==> src/rtl/sram_arb_pkg.sv <==
// Shared types and default widths for the SRAM arbiter block.
package sram_arb_pkg;
  localparam int DEF_ADDR_W = 14;
  localparam int DEF_DATA_W = 32;

  typedef enum logic {
    IDLE = 1'b0,
    BUSY = 1'b1
  } state_t;

  // Channel-index width; never below one bit so single-bit ports stay legal.
  function automatic int ch_idx_w(input int n);
    return (n > 1) ? $clog2(n) : 1;
  endfunction
endpackage

==> src/rtl/sram_arbiter_if.sv <==
// Requester-side bus of the SRAM arbiter: per-channel request lanes plus the
// shared response. The arbiter takes the slave side, requesters the master side.
interface sram_arbiter_if
  import sram_arb_pkg::*;
#(
  parameter int NUM_CH = 2,
  parameter int ADDR_W = DEF_ADDR_W,
  parameter int DATA_W = DEF_DATA_W
) ();
  localparam int BW = DATA_W / 8;
  localparam int CW = ch_idx_w(NUM_CH);

  logic [NUM_CH-1:0]             req_valid;
  logic [NUM_CH-1:0]             req_ready;
  logic [NUM_CH-1:0][BW-1:0]     req_we;
  logic [NUM_CH-1:0][ADDR_W-1:0] req_addr;
  logic [NUM_CH-1:0][DATA_W-1:0] req_wdata;
  logic                          rsp_valid;
  logic [CW-1:0]                 rsp_ch;
  logic [DATA_W-1:0]             rsp_rdata;

  modport slave (
    input  req_valid, req_we, req_addr, req_wdata,
    output req_ready, rsp_valid, rsp_ch, rsp_rdata
  );

  modport master (
    output req_valid, req_we, req_addr, req_wdata,
    input  req_ready, rsp_valid, rsp_ch, rsp_rdata
  );
endinterface

==> src/rtl/rr_arbiter.sv <==
// Round-robin picker: first requesting channel at or after the pointer,
// wrapping from the top channel back to 0.
module rr_arbiter
  import sram_arb_pkg::*;
#(
  parameter  int N  = 2,
  localparam int CW = ch_idx_w(N)
) (
  input  logic [N-1:0]  i_req,
  input  logic [CW-1:0] i_ptr,
  output logic [N-1:0]  o_grant,
  output logic [CW-1:0] o_grant_idx,
  output logic          o_any
);
  logic [CW-1:0] w_cand;

  // Scan farthest offset first so the nearest requester is the last writer.
  always_comb begin
    o_grant_idx = '0;
    o_any       = 1'b0;
    w_cand      = '0;
    for (int k = N - 1; k >= 0; k--) begin
      w_cand = CW'((int'(i_ptr) + k) % N);
      if (i_req[w_cand]) begin
        o_grant_idx = w_cand;
        o_any       = 1'b1;
      end
    end
  end

  for (genvar gi = 0; gi < N; gi++) begin : g_onehot
    assign o_grant[gi] = o_any && (o_grant_idx == CW'(gi));
  end
endmodule

==> src/rtl/sram_arbiter.sv <==
// Shares one single-port SRAM among NUM_CH requesters. Each transfer takes two
// cycles: issue (address/write strobe) then data phase; response one cycle later.
module sram_arbiter
  import sram_arb_pkg::*;
#(
  parameter  int NUM_CH = 2,
  parameter  int ADDR_W = DEF_ADDR_W,
  parameter  int DATA_W = DEF_DATA_W,
  localparam int BW     = DATA_W / 8,
  localparam int CW     = ch_idx_w(NUM_CH)
) (
  input  logic              clk,
  input  logic              rst,
  sram_arbiter_if.slave     bus,
  output logic              sram_cs,
  output logic              sram_oe,
  output logic [BW-1:0]     sram_web,
  output logic [ADDR_W-1:0] sram_addr,
  output logic [DATA_W-1:0] sram_di,
  input  logic [DATA_W-1:0] sram_do
);
  state_t            r_state;
  state_t            w_next_state;
  logic [CW-1:0]     r_ptr;
  logic [CW-1:0]     r_ch;
  logic [ADDR_W-1:0] r_addr;
  logic              r_is_read;
  logic              r_rsp_valid;
  logic [CW-1:0]     r_rsp_ch;
  logic [DATA_W-1:0] r_rsp_rdata;
  logic [NUM_CH-1:0] w_req;
  logic [NUM_CH-1:0] w_grant;
  logic [CW-1:0]     w_gidx;
  logic              w_any;

  // Requests only compete while idle and out of reset.
  assign w_req = (r_state == IDLE && !rst) ? bus.req_valid : '0;

  rr_arbiter #(.N(NUM_CH)) u_rr (
    .i_req       (w_req),
    .i_ptr       (r_ptr),
    .o_grant     (w_grant),
    .o_grant_idx (w_gidx),
    .o_any       (w_any)
  );

  always_comb begin
    w_next_state  = r_state;
    bus.req_ready = '0;
    sram_cs       = 1'b0;
    sram_oe       = 1'b0;
    sram_web      = '1;
    sram_addr     = r_addr;
    sram_di       = '0;
    if (!rst) begin
      case (r_state)
        IDLE: begin
          if (w_any) begin
            bus.req_ready = w_grant;
            sram_cs       = 1'b1;
            sram_web      = ~bus.req_we[w_gidx];
            sram_addr     = bus.req_addr[w_gidx];
            sram_di       = bus.req_wdata[w_gidx];
            w_next_state  = BUSY;
          end
        end
        BUSY: begin
          sram_cs      = 1'b1;
          sram_oe      = r_is_read;
          w_next_state = IDLE;
        end
        default: w_next_state = IDLE;
      endcase
    end
  end

  assign bus.rsp_valid = r_rsp_valid;
  assign bus.rsp_ch    = r_rsp_ch;
  assign bus.rsp_rdata = r_rsp_rdata;

  always_ff @(posedge clk) begin
    if (rst) begin
      r_state     <= IDLE;
      r_ptr       <= '0;
      r_ch        <= '0;
      r_addr      <= '0;
      r_is_read   <= 1'b0;
      r_rsp_valid <= 1'b0;
      r_rsp_ch    <= '0;
      r_rsp_rdata <= '0;
    end else begin
      r_state     <= w_next_state;
      r_rsp_valid <= 1'b0;
      if (r_state == IDLE && w_any) begin
        r_ptr     <= (w_gidx == CW'(NUM_CH - 1)) ? '0 : w_gidx + 1'b1;
        r_ch      <= w_gidx;
        r_addr    <= bus.req_addr[w_gidx];
        r_is_read <= (bus.req_we[w_gidx] == '0);
      end
      // Data phase ends here: the SRAM output is valid for reads.
      if (r_state == BUSY) begin
        r_rsp_valid <= 1'b1;
        r_rsp_ch    <= r_ch;
        r_rsp_rdata <= r_is_read ? sram_do : '0;
      end
    end
  end
endmodule

==> src/flat_wrapper.sv <==
// flat-port wrapper written by rule: the top's interface ports become plain ports
module sram_arbiter_flat import sram_arb_pkg::*;
#(
  parameter  int NUM_CH = 2,
  parameter  int ADDR_W = DEF_ADDR_W,
  parameter  int DATA_W = DEF_DATA_W,
  localparam int BW     = DATA_W / 8,
  localparam int CW     = ch_idx_w(NUM_CH)
)
  (clk, rst, sram_cs, sram_oe, sram_web, sram_addr, sram_di, sram_do, bus_req_valid, bus_req_we, bus_req_addr, bus_req_wdata, bus_req_ready, bus_rsp_valid, bus_rsp_ch, bus_rsp_rdata);
  sram_arbiter_if #(.NUM_CH(NUM_CH), .ADDR_W(ADDR_W), .DATA_W(DATA_W)) bus_i ();
  input  logic clk;
  input  logic rst;
  output logic sram_cs;
  output logic sram_oe;
  output logic [BW-1:0] sram_web;
  output logic [ADDR_W-1:0] sram_addr;
  output logic [DATA_W-1:0] sram_di;
  input  logic [DATA_W-1:0] sram_do;
  input wire logic [$bits(bus_i.req_valid)-1:0] bus_req_valid;
  input wire logic [$bits(bus_i.req_we)-1:0] bus_req_we;
  input wire logic [$bits(bus_i.req_addr)-1:0] bus_req_addr;
  input wire logic [$bits(bus_i.req_wdata)-1:0] bus_req_wdata;
  output wire logic [$bits(bus_i.req_ready)-1:0] bus_req_ready;
  output wire logic [$bits(bus_i.rsp_valid)-1:0] bus_rsp_valid;
  output wire logic [$bits(bus_i.rsp_ch)-1:0] bus_rsp_ch;
  output wire logic [$bits(bus_i.rsp_rdata)-1:0] bus_rsp_rdata;
  assign bus_i.req_valid = bus_req_valid;
  assign bus_i.req_we = bus_req_we;
  assign bus_i.req_addr = bus_req_addr;
  assign bus_i.req_wdata = bus_req_wdata;
  assign bus_req_ready = bus_i.req_ready;
  assign bus_rsp_valid = bus_i.rsp_valid;
  assign bus_rsp_ch = bus_i.rsp_ch;
  assign bus_rsp_rdata = bus_i.rsp_rdata;
  sram_arbiter #(.NUM_CH(NUM_CH), .ADDR_W(ADDR_W), .DATA_W(DATA_W)) u_core (.clk(clk), .rst(rst), .bus(bus_i), .sram_cs(sram_cs), .sram_oe(sram_oe), .sram_web(sram_web), .sram_addr(sram_addr), .sram_di(sram_di), .sram_do(sram_do));
endmodule
==> config.mk <==
export PLATFORM = sky130hd
export DESIGN_NAME = sram_arbiter_flat
export DESIGN_NICKNAME = d
export VERILOG_FILES = /design/src/rtl/sram_arb_pkg.sv /design/src/rtl/sram_arbiter_if.sv /design/src/rtl/rr_arbiter.sv /design/src/rtl/sram_arbiter.sv /design/src/flat_wrapper.sv
export SDC_FILE = /design/constraint.sdc
export NUM_CORES = 1
export LEC_CHECK = 0
export ABC_AREA = 1
export ABC_CLOCK_PERIOD_IN_PS = 2140
export BUFFER_PORTS_ARGS = -buffer_cell sky130_fd_sc_hd__buf_2
export CAP_MARGIN = 10
export CORE_ASPECT_RATIO = 0.75
export CORE_MARGIN = 10
export CORE_UTILIZATION = 40
export CTS_BUF_LIST = sky130_fd_sc_hd__clkbuf_16
export DETAILED_ROUTE_END_ITERATION = 8
export PLACE_DENSITY = 0.93
export SYNTH_ARGS = -nofsm -noshare
export SYNTH_HDL_FRONTEND = slang
export SYNTH_HIERARCHICAL = 1
export SYNTH_SLANG_ARGS = --single-unit
==> constraint.sdc <==
create_clock -name clk -period 2.14 [get_ports clk]
set_input_delay 0.107 -clock clk [delete_from_list [all_inputs] [get_ports clk]]
set_output_delay 0.107 -clock clk [all_outputs]
set_load 0.1 [all_outputs]
==> summary.txt <==
STA
  • Final worst slack: -158 ps
  • Post-route clock skew: 11.7 ps
  • Final Hold Vio Count: 0
  • Worst Tran Pin Value: 525 ps
  • Hold_ws: 9.16 ps
  • Minimum clock period after layout: 2300 ps
  • Setup TNS: -2060 ps
  • Worst slew margin: 0.652
  • Fmax: 0.435 GHz
  • Tcrit/Tclk final: 1.07
  • RSZ-0062 raised after global routing: true
  • Final Max Tran Viols: 0
  • # setup viols final: 41

Synth
  • Yosys warns: 6
  • Synth async-reset ratio: 0
  • Synthesized area: 0.00286 mm^2
  • Area leader, netlist: nand2_1
  • Syn_nets: 603
  • Sequential fraction of the synthesis area: 0.364
  • Area share of the largest cell type after synthesis: 0.406
  • Yosys cell types: 16
  • Syn Inst Count: 467
  • Synthesized area per cell: 6.12 um^2
  • Yosys reg bits: 52
  • Post-synth EDFFs: 0
  • Largest cells by area after synthesis: nand2_1 (41%), dfxtp_1 (36%), a21oi_2 (8.6%)
  • Top FF cell, synth: dfxtp_1

Final layout
  • Final Util: 0.851
  • Finished Layout Cells: 802
  • Finished layout cell area: 0.00584 mm^2
  • Fin nets: 839
  • Share of post-route cells with drive strength above 1: 0.530
  • Area Growth Syn to Fin: 104%
  • Diodes inserted: 0

Drt
  • DRT antenna net count: 0
  • DR vias/cell: 5.17
  • Wire per inst: 19.9 um
  • DR vias: 4150
  • DR iter-0 viols: 325
  • Met3 WL: 1430 um
  • Wire length on met1: 5330 um
  • Top sig layer: met5
  • Pre-antenna DRT Iters: 6
  • Routed wire length: 15900 um
  • Met2 wire length: 8240 um
  • DRC Markers: 0

Worst hold path
  • Worst Hold Path Cells: 3
  • Hold Path Class: input pin to register

Global routing
  • Gr ovfl total: 0
  • Pin count of the biggest net entering global routing: 34
  • Gr usage total: 0.242
  • Initial antenna violation count: 1
  • Number of global-route vias before repair: 4211
  • First-pass GRT wire length: 21900 um

Clocking
  • Max Buffers Root-to-Sink: 2
  • Total CTS buffers: 5
  • Max H-tree Level: 2
  • Clk sinks: 52
  • Clk_lat worst skew: 290 ps
  • Root buffer cell: clkbuf_16
  • Clock-pin transition on the worst setup and hold timing paths: 70 ps
  • CTS tree: yes

Power
  • Power Dens Cells: 588 mW/mm^2
  • Overall Power: 3.43 mW
  • IR drop worst, VDD: 403 uV
  • Leakage dissipation: 3.07 nW

Die
  • Core ar.: 0.00686 mm^2
  • Row cnt: 26
  • Floorplan die height: 93.2 um
  • Die footprint: 0.0110 mm^2
  • Initial core utilization: 0.417
  • DIE WIDTH: 118 um
  • Num ports: 224

Placed design
  • IO buf count: 223
  • Post-DP Area: 0.00514 mm^2
  • Post-DP HPWL: 10700 um
  • Placer Congestion: 0.810
  • Dpl ws: -0.111 ps
  • Placed cell count: 771

Run status
  • Violated checks: negative setup slack
  • Status: finished with violations

Critical path
  • Required time worst endpoint: 2030 ps
  • Startpoint types: register
  • CP arrival: 2190 ps
  • Max FO, Critical Path: 12
  • Crit end category: output port
  • Crit Path Category: register to output port
  • Worst reg-to-reg path cell count: 13

Job
  • Max cap viols: 0
==> synthesized netlist by cell type, types with 2 or more instances <==
| cell type | n |
|---|---|
| nor2_8 | 2 |
| dfxtp_1 | 52 |
| o21ai_0 | 4 |
| buf_2 | 11 |
| a21oi_1 | 10 |
| buf_6 | 3 |
| a21oi_2 | 28 |
| buf_4 | 7 |
| inv_2 | 5 |
| nor2_1 | 5 |
| nand2_1 | 309 |
| inv_1 | 23 |
| nor2_2 | 2 |
| clkbuf_1 | 4 |
==> final cells by class <==
class                           instances  area, um^2
Multi-Input combinational cell        360        1990
Inverter                               29         134
Fill cell                             357        1020
Tap cell                               98         123
Timing Repair Buffer                  255        2410
Clock buffer                            5         125
Sequential cell                        52        1040
Clock inverter                          3        21.3
==> layer usage <==
| layer | up-vias | track usage |
|---|---|---|
| met5 | - | 0 |
| met4 | 2 | 0.117 |
| li1 | 1876 | - |
| met2 | 290 | 0.475 |
| met3 | 72 | 0.0745 |
| met1 | 1910 | 0.226 |
==> cell usage in the layout (no fill, tap or decap) <==
cell type     n
dfxtp_4       1
dfxtp_1      51
a21oi_1       5
buf_16        5
buf_12       56
nor2_8        2
nor2_1        2
buf_8         1
nor2_2        2
a21oi_4      33
clkbuf_16     9
inv_4         3
nor2_4        3
inv_1        20
clkinvlp_4    1
buf_4        14
buf_6         4
nand2_1     250
o21ai_0       3
inv_6         2
clkinv_8      1
nand2_2      59
o21ai_2       1
bufbuf_16     1
buf_2       170
inv_2         4
clkinv_2      1
==> what timing repair did <==
item                                    CTS  global route
pin swaps                                 3            22
gates cloned                              5             5
endpoints found under the setup margin   50            50
resized for setup                        24            50
hold buffers                              0             0
buffers inserted                          5             8
==> logic make-up after synthesis <==
kind of cell           synth area share
AOI/OAI and AO/OA                 0.110
buffers and inverters            0.0950
DFF                               0.364
and+or+nand+nor                   0.431
==> flip-flops by register name, summed over array words and instances (netlist names) <==
name / count
u_core/bus.rsp_valid: 1
u_core/r_is_read: 1
u_core/r_ptr: 1
u_core/bus.rsp_ch: 1
u_core/bus.rsp_rdata: 32
u_core/r_ch: 1
u_core/r_addr: 14
u_core/r_state: 1
==> path summary, 6_finish.rpt <==
| kind | from | end | slack, ps |
|---|---|---|---|
| worst min-delay path | sram_do[31] | u_core/bus.rsp_rdata[31] | 9 |
| worst max-delay path | u_core/r_state | sram_di[17] | -160 |
| worst max register to register | u_core/r_state | u_core/r_is_read | 210 |
| worst min register to register | u_core/bus.rsp_rdata[4] | u_core/bus.rsp_rdata[4] | 450 |
==> critical path: stages, from the launching register on <==
cell	delay [ps]
dfxtp_4	370
nor2_8	110
inv_6	50
nor2_4	130
buf_6	130
a21oi_4	70
buf_12	150
clkinv_8	70
bufbuf_16	280
nand2_1	130
a21oi_4	220
buf_12	200
==> power by group <==
group	internal (mW)	leakage, nW	switching (mW)
combinational	0.567	2.57	1.04
sequential	1.00	0.423	0.0240
clock	0.436	0.0702	0.358
total	2.01	3.07	1.43
(Power assumes the default switching activity.)
